### src/rtl/register_reader.sv
// register_reader: snapshots a register bank on start, then streams a window
// of it out one word per valid/ready transfer.
module register_reader #(
  parameter int DATA_WIDTH = 16,
  parameter int NUM_REGS   = 4,
  parameter int IDX_WIDTH  = 2
) (
  input  logic                           clock,
  input  logic                           rd_reset,
  input  logic [NUM_REGS*DATA_WIDTH-1:0] rd_regs_in,
  input  logic                           rd_start,
  input  logic [IDX_WIDTH-1:0]           rd_first,
  input  logic [IDX_WIDTH:0]             rd_count,
  input  logic                           rd_ready,
  output logic                           rd_valid,
  output logic [DATA_WIDTH-1:0]          rd_data,
  output logic [IDX_WIDTH-1:0]           rd_index,
  output logic                           rd_last,
  output logic                           rd_busy,
  output logic                           rd_done
);

  typedef enum logic [1:0] {
    IDLE = 2'd0,
    SEND = 2'd1,
    DONE = 2'd2
  } state_t;

  localparam logic [IDX_WIDTH:0] MAX_COUNT = (IDX_WIDTH+1)'(NUM_REGS);

  state_t                  state;
  state_t                  state_next;
  logic [DATA_WIDTH-1:0]   snapshot [NUM_REGS];
  logic [IDX_WIDTH-1:0]    index;
  logic [IDX_WIDTH:0]      remaining;
  logic [IDX_WIDTH:0]      eff_count;
  logic                    load;
  logic                    transfer;

  // Clamp the requested word count to the size of the bank.
  always_comb begin
    if (rd_count > MAX_COUNT) eff_count = MAX_COUNT;
    else                      eff_count = rd_count;
  end

  assign load     = (state == IDLE) && rd_start && (eff_count != '0);
  assign transfer = rd_valid && rd_ready;

  // State register.
  always_ff @(posedge clock) begin
    // NOTE: sequential state uses non-blocking (<=) so every flop samples
    // pre-edge values regardless of block ordering.
    if (rd_reset) state <= IDLE;
    else          state <= state_next;
  end

  // Snapshot, current index and words-remaining counter.
  always_ff @(posedge clock) begin
    if (rd_reset) begin
      // NOTE: the snapshot is a small flop array, so clearing it on reset is
      // cheap; a RAM-based bank would not be reset this way.
      for (int i = 0; i < NUM_REGS; i++) snapshot[i] <= '0;
      index     <= '0;
      remaining <= '0;
    end else if (load) begin
      for (int i = 0; i < NUM_REGS; i++)
        snapshot[i] <= rd_regs_in[i*DATA_WIDTH +: DATA_WIDTH];
      index     <= rd_first;
      remaining <= eff_count;
    end else if (transfer && (remaining > (IDX_WIDTH+1)'(1))) begin
      index     <= index + IDX_WIDTH'(1);   // wraps naturally: NUM_REGS is 2^IDX_WIDTH
      remaining <= remaining - (IDX_WIDTH+1)'(1);
    end
  end

  // Next-state and output decode.
  always_comb begin
    // NOTE: every output gets a default first so no path leaves one
    // unassigned, which would infer a latch.
    state_next = state;
    rd_valid   = 1'b0;
    rd_data    = '0;
    rd_index   = '0;
    rd_last    = 1'b0;
    rd_busy    = 1'b0;
    rd_done    = 1'b0;
    case (state)
      IDLE: begin
        if (rd_start) begin
          if (eff_count == '0) state_next = DONE;
          else                 state_next = SEND;
        end
      end
      SEND: begin
        rd_valid = 1'b1;
        rd_busy  = 1'b1;
        rd_data  = snapshot[index];
        rd_index = index;
        rd_last  = (remaining == (IDX_WIDTH+1)'(1));
        if (rd_ready && rd_last) state_next = DONE;
      end
      DONE: begin
        rd_busy    = 1'b1;
        rd_done    = 1'b1;
        state_next = IDLE;
      end
      default: state_next = IDLE;
    endcase
  end

endmodule

### config.mk
export PLATFORM = sky130hd
export DESIGN_NAME = register_reader
export DESIGN_NICKNAME = d
export VERILOG_FILES = /design/src/rtl/register_reader.sv
export SDC_FILE = /design/constraint.sdc
export NUM_CORES = 1
export LEC_CHECK = 0
export CAP_MARGIN = 20
export CORE_UTILIZATION = 48
export CTS_CLUSTER_DIAMETER = 200
export CTS_CLUSTER_SIZE = 8
export DETAILED_ROUTE_END_ITERATION = 8
export PLACE_DENSITY = 0.88
export SKIP_LAST_GASP = 1
export SLEW_MARGIN = 20
export SYNTH_ARGS = -nofsm -noshare
export SYNTH_HDL_FRONTEND = slang
export SYNTH_SLANG_ARGS = --single-unit
### constraint.sdc
create_clock -name clock -period 5 [get_ports clock]
set_input_delay 1.5 -clock clock [delete_from_list [all_inputs] [get_ports clock]]
set_output_delay 1.5 -clock clock [all_outputs]
set_load 0.05 [all_outputs]
[Yosys cells after proc, flatten, opt, wreduce, memory -nomap -nowiden]
Memory sizes are Yosys's and may differ from the RTL's. A register that Yosys moved wholly into a read port is not among the register bits.
Cells that the tools add are included.
Word-level totals
  register bits after elaboration: 7
  memory bits (writable): 64
  bits of input ports: 73
  output and inout bits: 22
  memories: 1
Cells by class
  $add $sub $neg: 2
  $lt $le $gt $ge: 2
  equal/unequal tests: 5
  mux-type cells: 26
  bitwise gates (word level): 4
  reductions and logical operators: 11
Memory list
  snapshot: words 4, width 16, rd ports 1, clocked after Yosys merged registers in 1, write ports 4, RTL line 33  | logic [DATA_WIDTH-1:0] snapshot [NUM_REGS];
Operators by type and width (number)
  16-bit two-way mux: 5
  2-bit two-way mux: 8
  1-bit two-way mux: 9
  3-bit two-way mux: 3
  1-bit logical AND: 5
  2-bit != test, second input constant: 2
  1-bit bitwise OR: 4
  2-bit case mux with 2 select lines: 1
  3-bit by 1-bit equality test with 1-bit output, second input constant: 1
  3-bit by 1-bit greater-than comparator with 1-bit output, second input constant: 1
  3-bit greater-than comparator, second input constant: 1
  3-bit logical NOT: 1
  3-bit nonzero test: 1
  3-bit by 1-bit subtractor with 3-bit output, second input constant: 1
  2-bit by 1-bit adder with 2-bit output, second input constant: 1
  2-bit by 1-bit equality test with 1-bit output, second input constant: 1
  2-bit equality test, second input constant: 1
  2-bit logical NOT: 1
  2-bit AND reduction: 1
  2-bit nonzero test: 1
  2-bit OR reduction: 1

[Logic depth before layout (Yosys ltp)]
Gate-level depths: netlist of the first run.
  word-level depth: 8
  gate-level depth with buffers: 7
  mapped depth without buffers: 6

[Worst setup path before layout of the first run]
Ideal clock, no wire load.
  path kind: in2reg
  start point: in rd_count[0]
  end point: mem snapshot[0][0], enable pin
  setup time: 0.695 ns
  data arrival time: 3.248 ns
  data required time: 4.305 ns
  slack: 1.057 ns
  stages: 3
  cells stage by stage: o311ai_1 > buf_2 > nand2b_1
RTL lines
  from (decl): RTL line 13  | input logic [IDX_WIDTH:0] rd_count,
  to (decl): RTL line 33

==> flow_summary.toml, run 1 <==
[timing]
slew_viol_final = 0
setup_viol = 0
period_share = 0.854
min_period_ns = 4.27
rsz0062_at_grt = "false"
setup_tns_ns = 0
final_hold_viol_count = 0
holdWs_ns = 0.526
worstMarginPinSlew_ns = 0.984
fmax_ghz = 0.234
finClkSkew_ns = 0.00466
maxSlewHeadroom = 0.343

[placement]
place_area_sq_mm = 0.00445
dp_hpwl_um = 4670
gp_congestion = 0.822
io_buffer_count = 94

[global_route]
gr-total-overflow = 0
grt_pass1_wl_um = 10900
grt_start_max_net_pins = 65
grt_pass1_vias = 2220
grt_use_met3 = 0.0562
grt_use_met1 = 0.249
busiest_layer = "met2"
grtUsageTotal = 0.198
antenna_found_initial = 0
grt_util_met2 = 0.317

[cts]
hold_buffers = 0
numCtsBuffers = 9
clockRootBuffer = "clkbuf_8"
cts_tree = "done"
ctsResizeCount = 0
cts-htree-levels = 3
clock_latency_ns = 0.33
post_cts_buffers = 0
clock_sinks = 73
cts_buffer_depth = 2
clk_pin_slew_worst_paths_ns = 0.07

[logic_synthesis]
synth_top_area_cell = "edfxtp_1"
syn_avg_cell_area_sq_um = 14.2
synthFlopType = "edfxtp_1"
synth_area_leaders = "edfxtp_1, and2_1, mux4_2"
synth_edf_count = 64
synth_nets = 318
synthCells = 240
synth.distinct_cells = 31
ys_ff_latch = 73
seq_area_frac_synth = 0.617
async_flop_share = 0
syn-cell-area_sq_mm = 0.00341
ys.warnings.count = 0
yosysTopAreaCellShare = 0.564

[critical_path]
cp-end-kind = "primary output"
crit_arrival_ns = 2.77
path_delay_family = "buffers and inverters"
critPathMaxFanout = 9
critPathKind = "flip-flop to primary output"
path_cells = "buf_4 -> mux4_2 -> and2_1 -> clkdlybuf4s50_1"
cp.buffers_inverters = 2
slowest_stage = "dfxtp_1"
cpPeakStageDelay_ns = 0.71
crit_required_ns = 3.50
start_kind = "flip-flop"

[layout]
final_area_sq_mm = 0.00466
antenna_cells = 0
syn_to_final_growth_pct = 36.8
fin_nets = 413
drive_gt1_frac = 0.115
final_core_util = 0.682

[die]
die_area_sq_mm = 0.00744
row_count = 30
ios = 95
die_h_um = 86.2
start_util = 0.499
die_w_um = 86.2
coreArea_sq_mm = 0.00683

[flow_run]
drv_cap = 0

[route]
viasPerCell = 5.01
route.vias.total = 2183
drt_iter0_markers = 93
antenna_left = 0
wirelength_um = 6650
drt-pass1-iter-count = 4
wl_per_cell_um = 15.3
drc = 0

[run_status]
outcome = "completed"

[power_and_ir_drop]
total_power_mw = 1.59
p_per_area_mw_per_mm2 = 342
ir_worst_vdd_mv = 0.172
power.leakage_nw = 1.72

[worst_hold_path]
hold_path_class = "flip-flop to flip-flop"
cells in the final DEF, fill, tap and decap left out, drive strengths merged, types with 2 or more instances in the layout:
master,count
edfxtp,64
bufinv,2
ha,5
a211oi,5
clkbuf,9
dfxtp,9
and2,83
clkdlybuf4s50,94
a21oi,6
buf,4
nor3,3
clkinv,4
mux4,16
inv,7
o31ai,2
nor2,5
nand3,2
o21ai,3
worst register-to-register path, stage by stage, from the launching register on:
cell      delay (ns)
dfxtp_1         0.32
inv_1           0.09
ha_1            0.66
nand2_2         0.19
or4b_4          0.56
xor2_1          0.16
a211oi_1        0.27
per-layer routing:
layer  vias to the layer above  wire, um
met4                         0       208
met2                        73      3400
met5                         -         0
li1                       1057         -
met1                      1033      2720
met3                        20       320
flip-flops by register name, summed over array words and instances, names as in the netlist, named ones only:
register / cells
snapshot: 64
index: 2
state: 2
remaining: 3
stage by stage:
step / setup slack (ns) / std cells
after floorplan: 1.06 / 240
after global placement: 1.10 / 420
after detailed placement: 1.04 / 420
after CTS: 0.664 / 436
after global routing: 0.588 / 436
final: 0.732 / 436
synthesized netlist by cell type, drive strengths merged (3+ instances only):
master,count
inv,7
buf,3
a211oi,5
nor3,3
nor2,5
mux4,16
a21oi,6
edfxtp,64
ha,5
o21ai,3
dfxtp,9
and2,83
clkbuf,11
final cells by class:
class                           instances  area, sq um
Clock buffer                            9          124
Sequential cell                        73         2100
Tap cell                               96          120
Clock inverter                          7         85.1
Multi-Input combinational cell        146         1230
Inverter                                7         26.3
Fill cell                             486         2170
Timing Repair Buffer                   98          971
worst paths after layout:
path | depth (start not counted) | slack, ns | startpoint | end
max | 4 | 0.73 | flip-flop | rd_data[2]
min | 2 | 0.53 | state[0] | state[0]
max reg2reg | 6 | 2.66 | state[1] | index[1]
min reg2reg | 2 | 0.53 | state[0] | state[0]
logic make-up (layout without fill, tap and decap cells):
logic type      Yosys count  in the layout  synth area share
mux                      17             17             0.109
buf+inv                  21            121            0.0242
flops                    73             73             0.617
simple gates            101            101             0.184
fa+ha+maj                 5              5            0.0184
compound gates           21             21            0.0422
xor+xnor                  2              2           0.00514
report_power, final:
group / total, mW / internal (mW) / switching, mW
clock network: 0.482 / 0.276 / 0.207
logic: 0.326 / 0.167 / 0.159
registers: 0.783 / 0.746 / 0.0374
total: 1.59 / 1.19 / 0.403
(Power assumes the default switching activity.)
==> inputs of run 2 (changes only) <==
--- a/config.mk
+++ b/config.mk
@@ -5,12 +5,12 @@
 export SDC_FILE = /design/constraint.sdc
 export NUM_CORES = 1
 export LEC_CHECK = 0
-export CAP_MARGIN = 20
+export CAP_MARGIN = 30
 export CORE_UTILIZATION = 48
-export CTS_CLUSTER_DIAMETER = 200
+export CTS_CLUSTER_DIAMETER = 50
 export CTS_CLUSTER_SIZE = 8
 export DETAILED_ROUTE_END_ITERATION = 8
-export PLACE_DENSITY = 0.88
+export PLACE_DENSITY_LB_ADDON = 0.3
 export SKIP_LAST_GASP = 1
 export SLEW_MARGIN = 20
 export SYNTH_ARGS = -nofsm -noshare
==> run 2 against run 1 <==
Against the previous run:
- die area did not move
- combinational power rose by 2%
- sequential power barely moved
- setup slack improved by 0.11 ns
- wire length fell by 4.1%
- first-iteration DRC count fell by 32%
==> flow_summary.toml, run 2 (synthesis gave the netlist of run 1 again) <==
[layout]
layout_commonest_cell = "clkdlybuf4s50_1"
fin_nets = 413
drive_gt1_frac = 0.115
largest_reg_flops = 64
final_core_util = 0.687
top_regs = "snapshot: 64 flops, remaining: 3 flops"
syn_to_final_growth_pct = 37.8
layout_common_cells = "clkdlybuf4s50_1, and2_1, edfxtp_1"
antenna_cells = 0
regMostFlops = "snapshot"

[cts]
cts_buffer_depth = 2
cts_tree = "done"
numCtsBuffers = 9
cts-htree-levels = 3
clk_pin_slew_worst_paths_ns = 0.07
clock_sinks = 73
clock_latency_ns = 0.34
hold_buffers = 0
post_cts_buffers = 0
clockRootBuffer = "clkbuf_8"
ctsResizeCount = 0

[die]
die_w_um = 86.2
die_h_um = 86.2
ios = 95
coreArea_sq_mm = 0.00683
die_area_sq_mm = 0.00744
start_util = 0.499
row_count = 30

[power_and_ir_drop]
power.leakage_nw = 1.73
ir_worst_vdd_mv = 0.163
p_per_area_mw_per_mm2 = 342

[worst_hold_path]
hold_path_class = "flip-flop to flip-flop"

[timing]
worstMarginPinSlew_ns = 0.852
min_period_ns = 4.15
setup_tns_ns = 0
maxSlewHeadroom = 0.432
setup_viol = 0
final_hold_viol_count = 0
rsz0062_at_grt = "false"
finClkSkew_ns = 0.00588
slew_viol_final = 0
period_share = 0.831
fmax_ghz = 0.241
worst_slack_ns = 0.847

[critical_path]
slowest_stage = "clkdlybuf4s50_1"
crit_arrival_ns = 2.65
cpPeakStageDelay_ns = 0.70
path_delay_family = "buffers and inverters"
cp-end-kind = "primary output"
critPathMaxFanout = 10
cp.buffers_inverters = 2
path_cells = "buf_4 -> mux4_2 -> and2_1 -> clkdlybuf4s50_1"
start_kind = "flip-flop"
critPathKind = "flip-flop to primary output"
crit_required_ns = 3.50

[route]
drt-pass1-iter-count = 4
route.met3.wl_um = 279
highest_layer = "met4"
antenna_left = 0
m1WireLength_um = 2590
wirelength_um = 6380
viasPerCell = 5.00
wl_per_cell_um = 14.6
route.vias.total = 2180
drc = 0
route.met2.wl_um = 3380
drt_iter0_markers = 63

[global_route]
grt_pass1_wl_um = 10200
grt_pass1_vias = 2235
grtUsageTotal = 0.188
gr-total-overflow = 0
antenna_found_initial = 0
grt_start_max_net_pins = 65

[run_status]
outcome = "completed"

[flow_run]
drv_cap = 0

[placement]
io_buffer_count = 94
dp_hpwl_um = 4410
dp_worst_setup_slack_ns = 1.16
gp_congestion = 0.724
## run 2: cell count changes in the layout (fill, tap and decap cells not counted), sizes merged
cell	before	now
clkbuf	9	10
clkinvlp	1	0
## run 2: path summary, 6_finish.rpt
check,startpoint,end,slack [ns],cells after the start
hold reg to reg,state[1],state[1],0.54,2
setup reg to reg,state[1],flip-flop,2.63,6
setup / recovery,flip-flop,rd_data[6],0.85,4
hold / removal,state[1],state[1],0.54,2
## run 2: cell type report
type                       instances  area, sq um
multi-input combinational        146         1230
clock buffer                      10          128
clock inverter                     6         82.6
inverter                           7         26.3
sequential                        73         2100
timing repair buffer              98         1000
fill                             516         2140
tap                               96          120
## run 2: per-layer routing
layer,track usage,vias up
met1,0.222,1041
met4,0.0909,0
met5,0,-
li1,-,1062
met2,0.329,67
met3,0.0381,10
## run 2: power breakdown
part	leakage (nW)	switching [mW]	internal [mW]
logic	0.863	0.160	0.173
clock network	0.108	0.213	0.279
registers	0.762	0.0339	0.746
## run 2: through the flow
| step | cells | cell area (sq um) | total power, mW | hold WS, ns |
|---|---|---|---|---|
| floorplan | 240 | 3410 | 0.998 | 0.483 |
| global placement | 419 | 4460 | 1.12 | 0.501 |
| detailed placement | 419 | 4460 | 1.13 | 0.527 |
| CTS | 435 | 4670 | 1.62 | 0.538 |
| global route | 436 | 4690 | 1.67 | 0.583 |
| finish | 436 | 4690 | 1.60 | 0.536 |
## run 2: worst reg2reg max path, delay by kind of cell (launching register included)
kind | cells | cell delay, ns
xor gates and xnor gates | 1 | 0.17
adders and majority gates | 1 | 0.73
DFF | 1 | 0.32
AOI/OAI and AO/OA | 1 | 0.23
buffers and inverters | 1 | 0.10
and+or+nand+nor | 2 | 0.75
==> inputs of run 3 (changes only) <==
==> constraint.sdc (replaced) <==
create_clock -name clock -period 4.3 [get_ports clock]
set_input_delay 1.29 -clock clock [delete_from_list [all_inputs] [get_ports clock]]
set_output_delay 1.29 -clock clock [all_outputs]
set_load 0.05 [all_outputs]
==> run 3 against run 2 <==
Against the previous run:
- sequential cell count is the same
- power increased by 21%
- sequential power increased by 16%
- sequential share of layout area decreased by 0.41 points
- non-clock buffer count unchanged
- setup slack lost 0.39 ns
==> flow_summary.toml, run 3 (synthesis gave the netlist of run 1 again) <==
[critical_path]
slowest_stage = "clkdlybuf4s50_1"
start_kind = "flip-flop"
path_cells = "buf_12 -> mux4_2 -> and2_1 -> clkdlybuf4s50_1"
cp.buffers_inverters = 2
crit_required_ns = 3.01
cp-end-kind = "primary output"
path_delay_family = "buffers and inverters"
critPathKind = "flip-flop to primary output"
crit_arrival_ns = 2.56
cpPeakStageDelay_ns = 0.70
critPathMaxFanout = 10

[die]
ios = 95
start_util = 0.499
die_w_um = 86.2
die_area_sq_mm = 0.00744
row_count = 30
die_h_um = 86.2
coreArea_sq_mm = 0.00683

[power_and_ir_drop]
ir_worst_vdd_mv = 0.218
power.leakage_nw = 1.75
p_per_area_mw_per_mm2 = 410
p_int_mw = 1.46
switching_share = 0.250
combPwrFrac = 0.203
p_sw_mw = 0.485
power_frac_seq = 0.467
pwr-share-clk = 0.330

[route]
drt_iter0_markers = 75
antenna_left = 0
drc = 0
drt-pass1-iter-count = 4
wl_per_cell_um = 14.9
viasPerCell = 5.03
wirelength_um = 6490
route.vias.total = 2192

[timing]
fmax_ghz = 0.260
setup_viol = 0
rsz0062_at_grt = "false"
holdWs_ns = 0.525
period_share = 0.894
min_period_ns = 3.85
worstMarginPinSlew_ns = 0.795
finClkSkew_ns = 0.00848
final_hold_viol_count = 0
maxSlewHeadroom = 0.462
setup_tns_ns = 0
slew_viol_final = 0

[cts]
cts_tree = "done"
ctsResizeCount = 0
clock_sinks = 73
clock_latency_ns = 0.34
clk_pin_slew_worst_paths_ns = 0.08
numCtsBuffers = 9
cts_buffer_depth = 2
cts-htree-levels = 3
clockRootBuffer = "clkbuf_8"
hold_buffers = 0
post_cts_buffers = 0

[run_status]
outcome = "completed"

[layout]
top_regs = "snapshot: 64 flops, remaining: 3 flops"
final_area_sq_mm = 0.00474
antenna_cells = 0
regMostFlops = "snapshot"
drive_gt1_frac = 0.121
layout_common_cells = "clkdlybuf4s50_1, and2_1, edfxtp_1"
layout_commonest_cell = "clkdlybuf4s50_1"
largest_reg_flops = 64
fin_nets = 413
syn_to_final_growth_pct = 39.1

[flow_run]
drv_cap = 0

[placement]
gp_congestion = 0.775
io_buffer_count = 94
dp_hpwl_um = 4480
place_area_sq_mm = 0.00447

[global_route]
antenna_found_initial = 0
gr-total-overflow = 0
grtUsageTotal = 0.193
grt_pass1_vias = 2262
grt_pass1_wl_um = 10600
grt_start_max_net_pins = 65

[worst_hold_path]
hold_path_class = "flip-flop to flip-flop"
[run 3: cell count changes in the layout (fill, tap and decap cells not counted), sizes merged]
cell and delta:
clkinv -1, bufinv +1, clkbuf -1, inv +1
[run 3: power by group through the flow]
stage / registers (mW) / clock network, mW / logic [mW]
finish: 0.907 / 0.642 / 0.393
global route: 0.917 / 0.681 / 0.427
CTS: 0.910 / 0.648 / 0.393
detailed placement: 0.926 / 0 / 0.391
global placement: 0.918 / 0 / 0.383
floorplan: 0.902 / 0 / 0.258
[run 3: area by class of cell]
cell class / instances / area (sq um)
tap: 96 / 120
timing repair buffer: 98 / 1020
multi-input combinational: 146 / 1230
sequential: 73 / 2100
fill: 528 / 2090
inverter: 7 / 26.3
clock buffer: 9 / 124
clock inverter: 7 / 118
[run 3: worst reg2reg max path, stage by stage, from the launching register on]
cell and delay, ns:
dfxtp_1 0.32, inv_1 0.09, ha_1 0.68, nand2_2 0.19, or4b_4 0.56, xor2_1 0.17, a211oi_1 0.27
[run 3: layer usage]
| metal | GRT usage | vias to the layer above | wire length [um] |
|---|---|---|---|
| met5 | 0 | - | 0 |
| met4 | 0.0909 | 0 | 175 |
| met3 | 0.0562 | 15 | 353 |
| met2 | 0.324 | 78 | 3330 |
| met1 | 0.231 | 1038 | 2630 |
| li1 | - | 1061 | - |
[run 3: worst paths after layout]
check	start	end	slack, ns	depth (start not counted)
max	flip-flop	rd_data[5]	0.45	4
min	state[1]	state[1]	0.52	2
max reg2reg	state[1]	flip-flop	1.92	6
min reg2reg	state[1]	state[1]	0.52	2
[run 3: per-stage QoR]
stage | total power [mW] | util | setup slack (ns) | cells
after floorplan | 1.16 | - | 0.567 | 240
after global placement | 1.30 | 0.654 | 0.704 | 419
after detailed placement | 1.32 | 0.654 | 0.621 | 419
after CTS | 1.95 | 0.689 | 0.383 | 435
after global routing | 2.02 | 0.693 | 0.299 | 436
final | 1.94 | 0.693 | 0.455 | 436
